### config.mk
export PLATFORM = sky130hd
export DESIGN_NAME = snn_inference_sequencer
export DESIGN_NICKNAME = d
export VERILOG_FILES = /design/src/rtl/snn_inference_sequencer.sv
export SDC_FILE = /design/constraint.sdc
export NUM_CORES = 1
export LEC_CHECK = 0
export CAP_MARGIN = 20
export CELL_PAD_IN_SITES_DETAIL_PLACEMENT = 1
export CELL_PAD_IN_SITES_GLOBAL_PLACEMENT = 2
export CORE_MARGIN = 10
export CORE_UTILIZATION = 40
export DETAILED_ROUTE_END_ITERATION = 12
export PLACE_DENSITY_LB_ADDON = 0.1
export SYNTH_ARGS = -nofsm -noshare
export SYNTH_HDL_FRONTEND = slang
export SYNTH_SLANG_ARGS = --single-unit
### constraint.sdc
create_clock -name clk -period 8.8 [get_ports clk]
set_input_delay 0.88 -clock clk [delete_from_list [all_inputs] [get_ports clk]]
set_output_delay 0.88 -clock clk [all_outputs]
set_load 0.01 [all_outputs]
### src/rtl/snn_inference_sequencer.sv
`default_nettype none
// ============================================================================
//  Module   : snn_inference_sequencer
//  Purpose  : Loads signed pixels, rate-encodes them into positive/negative
//             spike vectors with an LFSR, accumulates the layer's net output
//             spikes over a fixed window and reports the argmax class.
//  Revision : 1.0 - initial release
// ============================================================================
module snn_inference_sequencer #(
    parameter int         NUM_IN    = 16,
    parameter int         NUM_OUT   = 10,
    parameter int         PIX_W     = 8,
    parameter int         NUM_STEPS = 64,
    parameter int         LAYER_LAT = 1,
    parameter int         CNT_W     = 8,
    parameter logic [7:0] LFSR_SEED = 8'hA5
) (
    input  logic                       clk,
    input  logic                       reset,
    input  logic                       start,
    input  logic                       pix_valid,
    output logic                       pix_ready,
    input  logic [PIX_W-1:0]           pix_data,
    output logic                       layer_clear,
    output logic [NUM_IN-1:0]          pos_spike,
    output logic [NUM_IN-1:0]          neg_spike,
    input  logic [NUM_OUT-1:0]         layer_pos,
    input  logic [NUM_OUT-1:0]         layer_neg,
    output logic                       busy,
    output logic                       done,
    output logic [$clog2(NUM_OUT)-1:0] class_out,
    output logic [CNT_W-1:0]           class_score
);

    localparam int c_IDX_W  = (NUM_IN > 1) ? $clog2(NUM_IN) : 1;
    localparam int c_STEP_W = $clog2(NUM_STEPS + 1);
    localparam int c_DR_W   = (LAYER_LAT > 1) ? $clog2(LAYER_LAT) : 1;
    localparam int c_K_W    = $clog2(NUM_OUT);
    localparam int c_MAG_W  = PIX_W - 1;

    localparam logic [c_IDX_W-1:0]      c_LAST_IDX  = c_IDX_W'(NUM_IN - 1);
    localparam logic [c_STEP_W-1:0]     c_LAST_STEP = c_STEP_W'(NUM_STEPS - 1);
    localparam logic [c_STEP_W-1:0]     c_LAT_STEP  = c_STEP_W'(LAYER_LAT);
    localparam logic [c_DR_W-1:0]       c_LAST_DR   = c_DR_W'(LAYER_LAT - 1);
    localparam logic [c_K_W-1:0]        c_LAST_K    = c_K_W'(NUM_OUT - 1);
    localparam logic [c_MAG_W-1:0]      c_MAG_ONE   = c_MAG_W'(1);
    localparam logic signed [CNT_W-1:0] c_S_ONE     = CNT_W'(1);
    localparam logic signed [CNT_W-1:0] c_SMAX      = {1'b0, {(CNT_W-1){1'b1}}};
    localparam logic signed [CNT_W-1:0] c_SMIN      = {1'b1, {(CNT_W-1){1'b0}}};

    typedef enum logic [2:0] {
        S_IDLE   = 3'd0,
        S_LOAD   = 3'd1,
        S_CLEAR  = 3'd2,
        S_RUN    = 3'd3,
        S_DRAIN  = 3'd4,
        S_ARGMAX = 3'd5,
        S_DONE   = 3'd6
    } state_t;

    state_t                     r_state;
    state_t                     w_state_nxt;
    logic [PIX_W-1:0]           r_pixel [NUM_IN];
    logic [c_IDX_W-1:0]         r_idx;
    logic [c_STEP_W-1:0]        r_step;
    logic [c_DR_W-1:0]          r_drain;
    logic [c_K_W-1:0]           r_k;
    logic [7:0]                 r_lfsr;
    logic signed [CNT_W-1:0]    r_score     [NUM_OUT];
    logic signed [CNT_W-1:0]    w_score_nxt [NUM_OUT];
    logic signed [CNT_W-1:0]    r_best_score;
    logic [c_K_W-1:0]           r_best_idx;
    logic [c_K_W-1:0]           r_class_out;
    logic signed [CNT_W-1:0]    r_class_score;
    logic                       w_run;
    logic                       w_win;
    logic                       w_take;
    logic signed [CNT_W-1:0]    w_cand;
    logic signed [CNT_W-1:0]    w_new_score;
    logic [c_K_W-1:0]           w_new_idx;

    assign w_run       = (r_state == S_RUN);
    // Counting window is the spike window shifted by the layer latency.
    assign w_win       = (w_run && (r_step >= c_LAT_STEP)) || (r_state == S_DRAIN);
    assign class_out   = r_class_out;
    assign class_score = r_class_score;

    // State register.
    always_ff @(posedge clk or posedge reset) begin
        if (reset) r_state <= S_IDLE;
        else       r_state <= w_state_nxt;
    end

    // Next-state logic and state-decoded control outputs.
    always_comb begin
        w_state_nxt = r_state;
        pix_ready   = 1'b0;
        layer_clear = 1'b0;
        busy        = 1'b1;
        done        = 1'b0;
        case (r_state)
            S_IDLE: begin
                busy = 1'b0;
                if (start) w_state_nxt = S_LOAD;
            end
            S_LOAD: begin
                pix_ready = 1'b1;
                if (pix_valid && (r_idx == c_LAST_IDX)) w_state_nxt = S_CLEAR;
            end
            S_CLEAR: begin
                layer_clear = 1'b1;
                w_state_nxt = S_RUN;
            end
            S_RUN:    if (r_step == c_LAST_STEP) w_state_nxt = S_DRAIN;
            S_DRAIN:  if (r_drain == c_LAST_DR)  w_state_nxt = S_ARGMAX;
            S_ARGMAX: if (r_k == c_LAST_K)       w_state_nxt = S_DONE;
            S_DONE: begin
                done        = 1'b1;
                w_state_nxt = S_IDLE;
            end
            default:  w_state_nxt = S_IDLE;
        endcase
    end

    // Phase counters; each wraps to zero as its phase ends.
    always_ff @(posedge clk or posedge reset) begin
        if (reset) begin
            r_idx   <= '0;
            r_step  <= '0;
            r_drain <= '0;
            r_k     <= '0;
        end else begin
            if ((r_state == S_LOAD) && pix_valid)
                r_idx <= (r_idx == c_LAST_IDX) ? '0 : r_idx + 1'b1;
            if (w_run)
                r_step <= (r_step == c_LAST_STEP) ? '0 : r_step + 1'b1;
            if (r_state == S_DRAIN)
                r_drain <= (r_drain == c_LAST_DR) ? '0 : r_drain + 1'b1;
            if (r_state == S_ARGMAX)
                r_k <= (r_k == c_LAST_K) ? '0 : r_k + 1'b1;
        end
    end

    // Pixel store, filled in arrival order during LOAD.
    always_ff @(posedge clk or posedge reset) begin
        if (reset) begin
            for (int i = 0; i < NUM_IN; i++) r_pixel[i] <= '0;
        end else if ((r_state == S_LOAD) && pix_valid) begin
            r_pixel[r_idx] <= pix_data;
        end
    end

    // Fibonacci LFSR (taps 8,6,5,4): seeded per inference, steps once per RUN cycle.
    always_ff @(posedge clk or posedge reset) begin
        if (reset)
            r_lfsr <= LFSR_SEED;
        else if ((r_state == S_IDLE) && start)
            r_lfsr <= LFSR_SEED;
        else if (w_run)
            r_lfsr <= {r_lfsr[6:0], r_lfsr[7] ^ r_lfsr[5] ^ r_lfsr[4] ^ r_lfsr[3]};
    end

    // Rate encoder: one comparator per input against an index-scrambled LFSR value.
    for (genvar gi = 0; gi < NUM_IN; gi++) begin : g_enc
        localparam logic [c_MAG_W-1:0] c_OFFS = c_MAG_W'(gi);
        logic               w_sgn;
        logic [c_MAG_W-1:0] w_low;
        logic [c_MAG_W-1:0] w_negm;
        logic [c_MAG_W-1:0] w_mag;
        logic [c_MAG_W-1:0] w_rnd;
        logic               w_spk;

        assign w_sgn  = r_pixel[gi][PIX_W-1];
        assign w_low  = r_pixel[gi][c_MAG_W-1:0];
        assign w_negm = ~w_low + c_MAG_ONE;
        // Most negative value has zero low bits; saturate it to full-scale magnitude.
        assign w_mag  = !w_sgn ? w_low : ((w_low == '0) ? '1 : w_negm);
        assign w_rnd  = r_lfsr[c_MAG_W-1:0] ^ c_OFFS;
        assign w_spk  = w_run && (w_mag > w_rnd);
        assign pos_spike[gi] = w_spk & ~w_sgn;
        assign neg_spike[gi] = w_spk &  w_sgn;
    end

    // Saturating net increment per class; simultaneous pos/neg cancels.
    always_comb begin
        for (int k = 0; k < NUM_OUT; k++) begin
            w_score_nxt[k] = r_score[k];
            if (layer_pos[k] && !layer_neg[k] && (r_score[k] != c_SMAX))
                w_score_nxt[k] = r_score[k] + c_S_ONE;
            else if (!layer_pos[k] && layer_neg[k] && (r_score[k] != c_SMIN))
                w_score_nxt[k] = r_score[k] - c_S_ONE;
        end
    end

    // Score accumulators: zeroed in CLEAR, updated only inside the window.
    always_ff @(posedge clk or posedge reset) begin
        if (reset) begin
            for (int k = 0; k < NUM_OUT; k++) r_score[k] <= '0;
        end else if (r_state == S_CLEAR) begin
            for (int k = 0; k < NUM_OUT; k++) r_score[k] <= '0;
        end else if (w_win) begin
            r_score <= w_score_nxt;
        end
    end

    // First entry always seeds the running best; later ones replace it only if strictly greater.
    assign w_cand      = r_score[r_k];
    assign w_take      = (r_k == '0) || (w_cand > r_best_score);
    assign w_new_score = w_take ? w_cand : r_best_score;
    assign w_new_idx   = w_take ? r_k    : r_best_idx;

    // Serial argmax scan; the result is published as the FSM enters DONE.
    always_ff @(posedge clk or posedge reset) begin
        if (reset) begin
            r_best_score  <= '0;
            r_best_idx    <= '0;
            r_class_out   <= '0;
            r_class_score <= '0;
        end else if (r_state == S_ARGMAX) begin
            r_best_score <= w_new_score;
            r_best_idx   <= w_new_idx;
            if (r_k == c_LAST_K) begin
                r_class_out   <= w_new_idx;
                r_class_score <= w_new_score;
            end
        end
    end

endmodule
`default_nettype wire
==> results_dict.tcl, run 1 <==
set metrics [dict create \
    outcome "completed" \
    async_reset_ff_share_pct 100 \
    synth_warnings 0 \
    leakagePower_uw 0.00992 \
    start_kind "flop" \
    hpwl_mm 40.0 \
    syn-cell-area_um2 19400 \
    grt_pass1_vias 16700 \
    setup_ws_ns 3.86 \
    ctsHoldBuffers 0 \
    io_buffers 79 \
    initial_utilization_pct 40.6 \
    diodes 0 \
    finalPower_uw 8220 \
    drv_cap 0 \
    grt_busiest_layer "met2" \
    powerDensity_nw_per_um2 375 \
    syn_nets 2334 \
    ys_ff_latch 258 \
    wl_per_cell_um 19.8 \
    final-max-slew-violation-count 0 \
    synth.distinct_cells 60 \
    postPlaceCellArea_um2 20800 \
    row_count 80 \
    timing_worst_setup_path_type "reg -> out" \
    route.detailed.drc 0 \
    fp.dieW_um 240 \
    first_pass_iters 4 \
    numCtsBuffers 31 \
    arrival_ns 4.06 \
    ys_seq_area_share_pct 33.2 \
    clock_path_buffers 3 \
    yosysTopAreaCellShare_pct 32.7 \
    layout_commonest_cell "dfrtp_1" \
    floorplan.io_pins 80 \
    post_cts_buffers 0 \
    grt_max_degree 152 \
    hold_class "reg -> reg" \
    die_y_um 240 \
    slowest_delay_ns 0.47 \
    dieArea_um2 57800 \
    antenna_left 0 \
    rsz0062_at_grt "false" \
    use_met2_pct 36.0 \
    syn_to_final_growth_pct 12.6 \
    avgSynthCellArea_um2 9.30 \
    synthTopCellsByArea "dfrtp_1 (33%), ha_1 (13%), mux2_2 (8.1%)" \
    syn_inst 2090 \
    fin_crit_ns 4.94 \
    ctsRootBufferMaster "clkbuf_16" \
    final-setup-viol-count 0 \
    yosysTopAreaCell "dfrtp_1" \
    min_period_over_period_pct 56.2 \
    grt_antenna_before_repair 0 \
    wl_mm 55.1 \
    synth_ff_type "dfrtp_1" \
    fin_skew_ns 0.00970 \
    core_area_um2 47800 \
    drive_above_1_share_pct 11.2 \
    fillers 5489 \
    grtUsageMet3_pct 1.57 \
    vias_per_cell 5.59 \
    synth-edff-count 0 \
    clock_sinks 258 \
    slew_headroom_pct 21.2 \
    cp_max_fo 6 \
    post-place-ws_ns 4.42 \
    grt_pass1_wl_mm 89.4 \
    cp.required_ns 7.92 \
    nNetsFinal 2388 \
    ir_drop_uv 164 \
    clk_pin_slew_ns 0.06 \
    fin_area_um2 21900 \
    overflow 0 \
    crit_chain "or3_1 > or3b_1 > or3b_1 > o211ai_1 > ha_1 > nor2b_1 > o21a_1 > o21a_1 > o21bai_1 > a21oi_1 > and2_1 > clkdlybuf4s50_1" \
    hold_violations 0 \
    worstMarginPinSlew_ns 1.18 \
    cts_tree "yes" \
    htreeDepth 1 \
    max_freq_mhz 202 \
    slowest_stage "clkdlybuf4s50_1" \
    grtUsageMet1_pct 22.9 \
    routabilityCongestion 0.818 \
    clock_latency_ns 0.57 \
    drt_iter0_markers 561 \
    setup_tns_ns 0 \
    final_cell_mix "dfrtp_1 (253), nand2_1 (237), ha_1 (202), mux2_2 (140), o21ai_0 (121)" \
    vias 15600 \
    grt.total_usage_pct 19.1 \
    end_kind "primary output" \
    cts_resized 0 \
]
[worst paths after layout]
check                                    from                end  depth (start not counted)  slack [ns]
setup / recovery           g_enc[14].w_low[2]      neg_spike[14]                         12        3.86
hold / removal                      r_lfsr[7]          r_lfsr[7]                          2        0.51
setup reg to reg                       r_k[0]      r_best_idx[3]                         11        4.62
hold reg to reg                     r_lfsr[7]          r_lfsr[7]                          2        0.51
max in group asynchronous               reset  g_enc[4].w_low[5]                          3        6.59
min in group asynchronous               reset       class_out[2]                          2        0.88
[flip-flops by register name, indices dropped and copies added, names as in the netlist]
name,flops
r_score,80
g_enc.w_low,112
r_best_idx,4
class_score,8
r_state,3
class_out,4
r_best_score,8
r_k,4
r_step,7
r_lfsr,8
g_enc.w_sgn,16
r_idx,4
[logic make-up after synthesis]
kind of cell | share of synthesized area [%]
AND/OR/NAND/NOR | 18.2
AO/OA/AOI/OAI | 15.1
flip-flops | 33.2
adder cells (fa/ha/maj) | 14.0
multiplexers | 11.5
buffers and inverters | 3.65
XOR/XNOR | 4.37
[power by group]
group	switching, µW	internal (µW)
clock network	521	833
logic	2380	2130
registers	707	1650
total	3610	4610
[area by class of cell]
class / count / area, µm² / share of cell area [%]
multi-input cells: 1653 / 12300 / 56.1
flip-flops and latches: 258 / 6460 / 29.5
repair buffers: 94 / 916 / 4.18
clock buffers: 44 / 875 / 3.99
well taps: 615 / 769 / 3.51
inverters: 106 / 405 / 1.85
clock inverters: 13 / 195 / 0.891
[worst max-delay path: cells and delay by family, from the launching register on]
kind | cells | cell delay, ns
AND/OR/NAND/NOR | 5 | 1.53
AO/OA/AOI/OAI | 5 | 0.72
buffers and inverters | 1 | 0.47
flip-flops | 1 | 0.42
adder cells (fa/ha/maj) | 1 | 0.33
[layer usage]
| layer | vias to the layer above | routed length, µm |
|---|---|---|
| li1 | 7610 | - |
| met2 | 133 | 28500 |
| met5 | - | 0 |
| met4 | 0 | 1130 |
| met3 | 66 | 1190 |
| met1 | 7758 | 24300 |
[through the flow]
step / utilization [%] / std cells / hold WS (ns)
5_1_grt: 45.8 / 2783 / 0.537
4_1_cts: 45.7 / 2782 / 0.506
3_5_place_dp: 43.5 / 2725 / 0.498
6_report: 45.8 / 2783 / 0.508
2_1_floorplan: - / 2090 / 0.468
3_3_place_gp: 43.5 / 2725 / 0.493
[cell usage after synthesis, drive strengths merged (33+ instances only)]
library cell / n
xor2: 75
a21oi: 81
o21a: 78
nand3: 66
clkbuf: 53
mux2: 150
dfrtp: 254
ha: 202
o31ai: 42
inv: 106
nor2: 107
nor2b: 67
o21ai: 131
nor3: 33
mux2i: 50
nand2: 237
Note: power is estimated with default switching activity, not from simulation.
==> inputs of run 2 (changes only) <==
Settings changed: CORE_UTILIZATION 40 to 36.
Clock period 8.8 ns to 4.1 ns, I/O delays scaled along.
==> results_dict.tcl, run 2 (synthesis results as in run 1) <==
set metrics [dict create \
    grt_pass1_wl_mm 90.8 \
    routabilityCongestion 0.784 \
    max_freq_mhz 253 \
    largest_reg_flops 112 \
    final_cell_mix "dfrtp_1 (253), nand2_1 (237), ha_1 (194), mux2_2 (140), o21ai_0 (113)" \
    route.detailed.drc 0 \
    die_y_um 252 \
    leakagePower_uw 0.0104 \
    floorplan.io_pins 80 \
    slew_headroom_pct 26.1 \
    diodes 0 \
    first_pass_iters 4 \
    grt_max_degree 56 \
    postPlaceCellArea_um2 21100 \
    final-max-slew-violation-count 0 \
    vias_per_cell 5.42 \
    clock_path_buffers 3 \
    antenna_left 0 \
    cts_tree "yes" \
    crit_top_cell "o21a_1" \
    initial_utilization_pct 36.3 \
    vias 15900 \
    wl_per_cell_um 19.7 \
    powerDensity_nw_per_um2 817 \
    cp.required_ns 3.69 \
    fillers 6112 \
    syn_to_final_growth_pct 16.9 \
    end_kind "primary output" \
    hold_violations 0 \
    fin_crit_ns 3.95 \
    slowest_delay_ns 0.42 \
    row_count 85 \
    hold_class "in -> async" \
    post-place-cells 2825 \
    fin_util_pct 42.4 \
    arrival_ns 3.54 \
    htreeDepth 2 \
    numCtsBuffers 34 \
    grt_antenna_before_repair 0 \
    overflow 0 \
    fin_area_um2 22700 \
    clock_latency_ns 0.54 \
    slowest_stage "or3b_4" \
    clock_sinks 258 \
    setup_ws_ns 0.148 \
    finalNonFillerCells 2929 \
    fp.dieW_um 252 \
    min_period_over_period_pct 96.4 \
    nNetsFinal 2452 \
    core_area_um2 53600 \
    ctsHoldBuffers 0 \
    start_kind "flop" \
    io_buffers 79 \
    grt_pass1_vias 16500 \
    fin_skew_ns 0.0183 \
    outcome "completed" \
    crit_chain "inv_2 > ha_2 > nand2_1 > or3_1 > or3b_4 > o211ai_1 > ha_1 > nor2b_1 > o21a_1 > o21a_1 > o21bai_1 > a21oi_1 > and2_1 > dlygate4sd2_1" \
    ir_drop_uv 284 \
    post-place-ws_ns 0.250 \
    timing_worst_setup_path_type "reg -> out" \
    drv_cap 0 \
    drive_above_1_share_pct 17.2 \
    clk_pin_slew_ns 0.06 \
    layout_commonest_cell "dfrtp_1" \
    finalPower_uw 18600 \
    grt.total_usage_pct 17.9 \
    hpwl_mm 41.9 \
    rsz0062_at_grt "true" \
    wl_mm 57.8 \
    cp_max_fo 6 \
    dieArea_um2 63700 \
    ctsRootBufferMaster "clkbuf_16" \
    drt_iter0_markers 499 \
    final-setup-viol-count 0 \
    worstMarginPinSlew_ns 1.10 \
]
==> run 2: path summary, 6_finish.rpt <==
| path | from | to | slack (ns) | depth (start not counted) |
|---|---|---|---|---|
| hold / removal | reset | class_out[2] | 0.14 | 2 |
| setup / recovery | g_enc[8].w_low[0] | neg_spike[8] | 0.15 | 14 |
| hold reg to reg | r_step[4] | r_step[4] | 0.51 | 1 |
| max in group asynchronous | reset | r_lfsr[2] | 3.11 | 4 |
| min in group clk | r_step[4] | r_step[4] | 0.51 | 1 |
| setup reg to reg | r_k[0] | class_score[1] | 0.44 | 11 |
==> run 2: per-stage QoR <==
stage          hold slack (ns)  TNS (ns)
6_report                 0.144         0
2_1_floorplan            0.468         0
5_1_grt                  0.144   -0.0481
4_1_cts                  0.446         0
3_3_place_gp             0.490         0
3_5_place_dp             0.496         0
==> run 2: repair_timing <==
item	in CTS	in global routing
endpoints found under the setup margin	32	32
pin swaps	4	52
resized for setup	52	100
buffers inserted	8	32
==> run 2: metal layers <==
metal / share of wire (%) / vias up / GRT usage, %
met1: 44 / 7941 / 21.1
met2: 52 / 130 / 33.1
met3: 2.2 / 69 / 2.40
met5: 0 / - / 0
met4: 2.5 / 0 / 5.04
li1: - / 7729 / -
==> run 2: where the power goes <==
group	internal [µW]	switching, µW	total (µW)
clock network	2030	1190	3210
logic	4970	5440	10400
registers	3540	1420	4960
total	10500	8040	18600
==> run 2: cell type report <==
cell class	count	area (µm²)	area share (%)
tap	696	871	3.83
inverter	106	402	1.77
timing repair buffer	155	1350	5.93
multi-input combinational	1653	12400	54.7
clock buffer	56	1110	4.87
sequential	258	6460	28.4
clock inverter	5	100	0.440
==> run 2: critical path: cells and delay by family, from the launching register on <==
family	cells	cell delay, ns
flops	1	0.40
fa+ha+maj	2	0.44
simple gates	5	1.11
buf+inv	2	0.36
compound gates	5	0.69
==> inputs of run 3 (changes only) <==
Settings changed: CORE_MARGIN 10 to 2.
==> results_dict.tcl, run 3 (synthesis results as in run 1) <==
set metrics [dict create \
    row_count 85 \
    start_kind "flop" \
    overflow 0 \
    routabilityCongestion 0.804 \
    crit_end "pos_spike[15]" \
    seqCellArea_um2 6460 \
    leakagePower_uw 0.0104 \
    cp_max_fo 6 \
    post-place-cells 2829 \
    dieArea_um2 55900 \
    final-setup-viol-count 0 \
    final-max-slew-violation-count 0 \
    multi_input_area_um2 12500 \
    hold_class "in -> async" \
    hpwl_mm 41.1 \
    finalNonFillerCells 2935 \
    diodes 0 \
    hold_violations 0 \
    vias_per_cell 5.42 \
    grt_pass1_vias 16900 \
    grt.total_usage_pct 20.5 \
    setup_ws_ns 0.162 \
    fillers 6144 \
    wl_mm 57.0 \
    share_seq_of_total_power_pct 27.0 \
    r2r_start "r_k[1]" \
    final_cell_mix "dfrtp_1 (253), nand2_1 (237), ha_1 (193), mux2_2 (140), o21ai_0 (113)" \
    outcome "completed" \
    nNetsFinal 2457 \
    htreeDepth 2 \
    die_y_um 236 \
    grt_antenna_before_repair 0 \
    powerDensity_nw_per_um2 810 \
    largest_reg_flops 112 \
    clock_latency_ns 0.56 \
    p_switching_uw 8050 \
    power_frac_comb_pct 56.6 \
    floorplan.io_pins 80 \
    ctsHoldBuffers 0 \
    grt_max_degree 83 \
    grt_pass1_wl_mm 92.1 \
    max_freq_mhz 254 \
    end_kind "primary output" \
    rsz0062_at_grt "true" \
    route.detailed.drc 0 \
    numCtsBuffers 34 \
    p_int_uw 10300 \
    cts_tree "yes" \
    ir_drop_uv 376 \
    fin_crit_ns 3.94 \
    drive_above_1_share_pct 18.3 \
    wl_per_cell_um 19.4 \
    postPlaceCellArea_um2 21100 \
    post-place-ws_ns 0.265 \
    clock_sinks 258 \
    rr_endpoint "class_score[4]" \
    syn_to_final_growth_pct 16.7 \
    initial_utilization_pct 36.3 \
    arrival_ns 3.53 \
    layout_commonest_cell "dfrtp_1" \
    fin_skew_ns 0.0302 \
    crit_path_start "g_enc[15].w_low[0]" \
    cp.required_ns 3.69 \
    clock_path_buffers 3 \
    fin_area_um2 22700 \
    core_area_um2 53600 \
    timing_worst_setup_path_type "reg -> out" \
    fp.dieW_um 236 \
    vias 15900 \
    min_period_over_period_pct 96.0 \
    r2r_slack_ns 0.39 \
    power_frac_clock_pct 16.4 \
    worstMarginPinSlew_ns 1.15 \
    dr.max_layer_used "met4" \
    first_pass_iters 4 \
    ctsRootBufferMaster "clkbuf_16" \
    antenna_left 0 \
    io_buffers 79 \
    drt_iter0_markers 492 \
    met2WireLength_mm 29.5 \
    setup_tns_ns 0 \
    slew_headroom_pct 23.2 \
    drv_cap 0 \
    clk_pin_slew_ns 0.06 \
    r2r_cells 12 \
    wl_met3_mm 1.14 \
    wl_met1_mm 25.2 \
    swShare_pct 43.8 \
]
## run 3: changes by cell type in the layout (fill, tap and decap cells not counted), sizes merged
cell and delta:
clkinv +7, clkdlybuf4s15 -1, clkbuf -4, clkinvlp +3, dlygate4sd2 -6, buf +9, bufinv -2
## run 3: power by group through the flow
stage	Combinational [µW]	Sequential (µW)	Clock (µW)
finish	10400	4960	3010
global route	11900	5160	3210
CTS	10100	4940	3110
detailed placement	9900	4990	0
global placement	9480	4940	0
floorplan	7650	4420	0
## run 3: how the worst min path moves through the flow
stage	to	slack (ns)	cells past startpoint
floorplan	r_step[4]	0.47	1
global placement	r_best_idx[3]	0.49	1
detailed placement	r_step[4]	0.50	1
CTS	g_enc[11].w_low[5]	0.37	2
global route	g_enc[11].w_low[5]	0.43	2
finish	g_enc[11].w_low[4]	0.37	2
## run 3: layout make-up
type,count,area share (%)
Clock buffer,49,4.45
Clock inverter,13,0.563
Inverter,106,1.77
Multi-Input combinational cell,1653,55.0
Sequential cell,258,28.5
Tap cell,696,3.84
Timing Repair Buffer,160,5.91
## run 3: layer usage
metal	GRT usage, %	vias up
met5	0	-
met2	38.5	124
li1	-	7766
met1	24.7	7951
met4	5.79	0
met3	2.08	72
## run 3: worst max-delay path: stages (launching register included)
cell and delay, ns:
dfrtp_1 0.40, inv_2 0.08, ha_1 0.16, nand2_1 0.06, or3_1 0.33, or3b_4 0.44
o211ai_1 0.11, ha_1 0.27, nor2b_1 0.14, o21a_1 0.17, o21a_1 0.17, o21bai_1 0.12
a21oi_1 0.09, nor2b_2 0.17, clkdlybuf4s15_1 0.25
## run 3: timing repair
item | CTS | global route
setup buffers | 10 | 33
resized for setup | 58 | 118
setup endpoints to repair | 32 | 32
pin swaps | 2 | 67
## run 3: through the flow
| step | total power [µW] | hold slack [ns] | util (%) |
|---|---|---|---|
| detailed placement | 14900 | 0.495 | 39.4 |
| CTS | 18100 | 0.371 | 41.7 |
| finish | 18400 | 0.370 | 42.3 |
| global route | 20300 | 0.428 | 42.3 |
| global placement | 14400 | 0.491 | 39.4 |
| floorplan | 12100 | 0.468 | - |
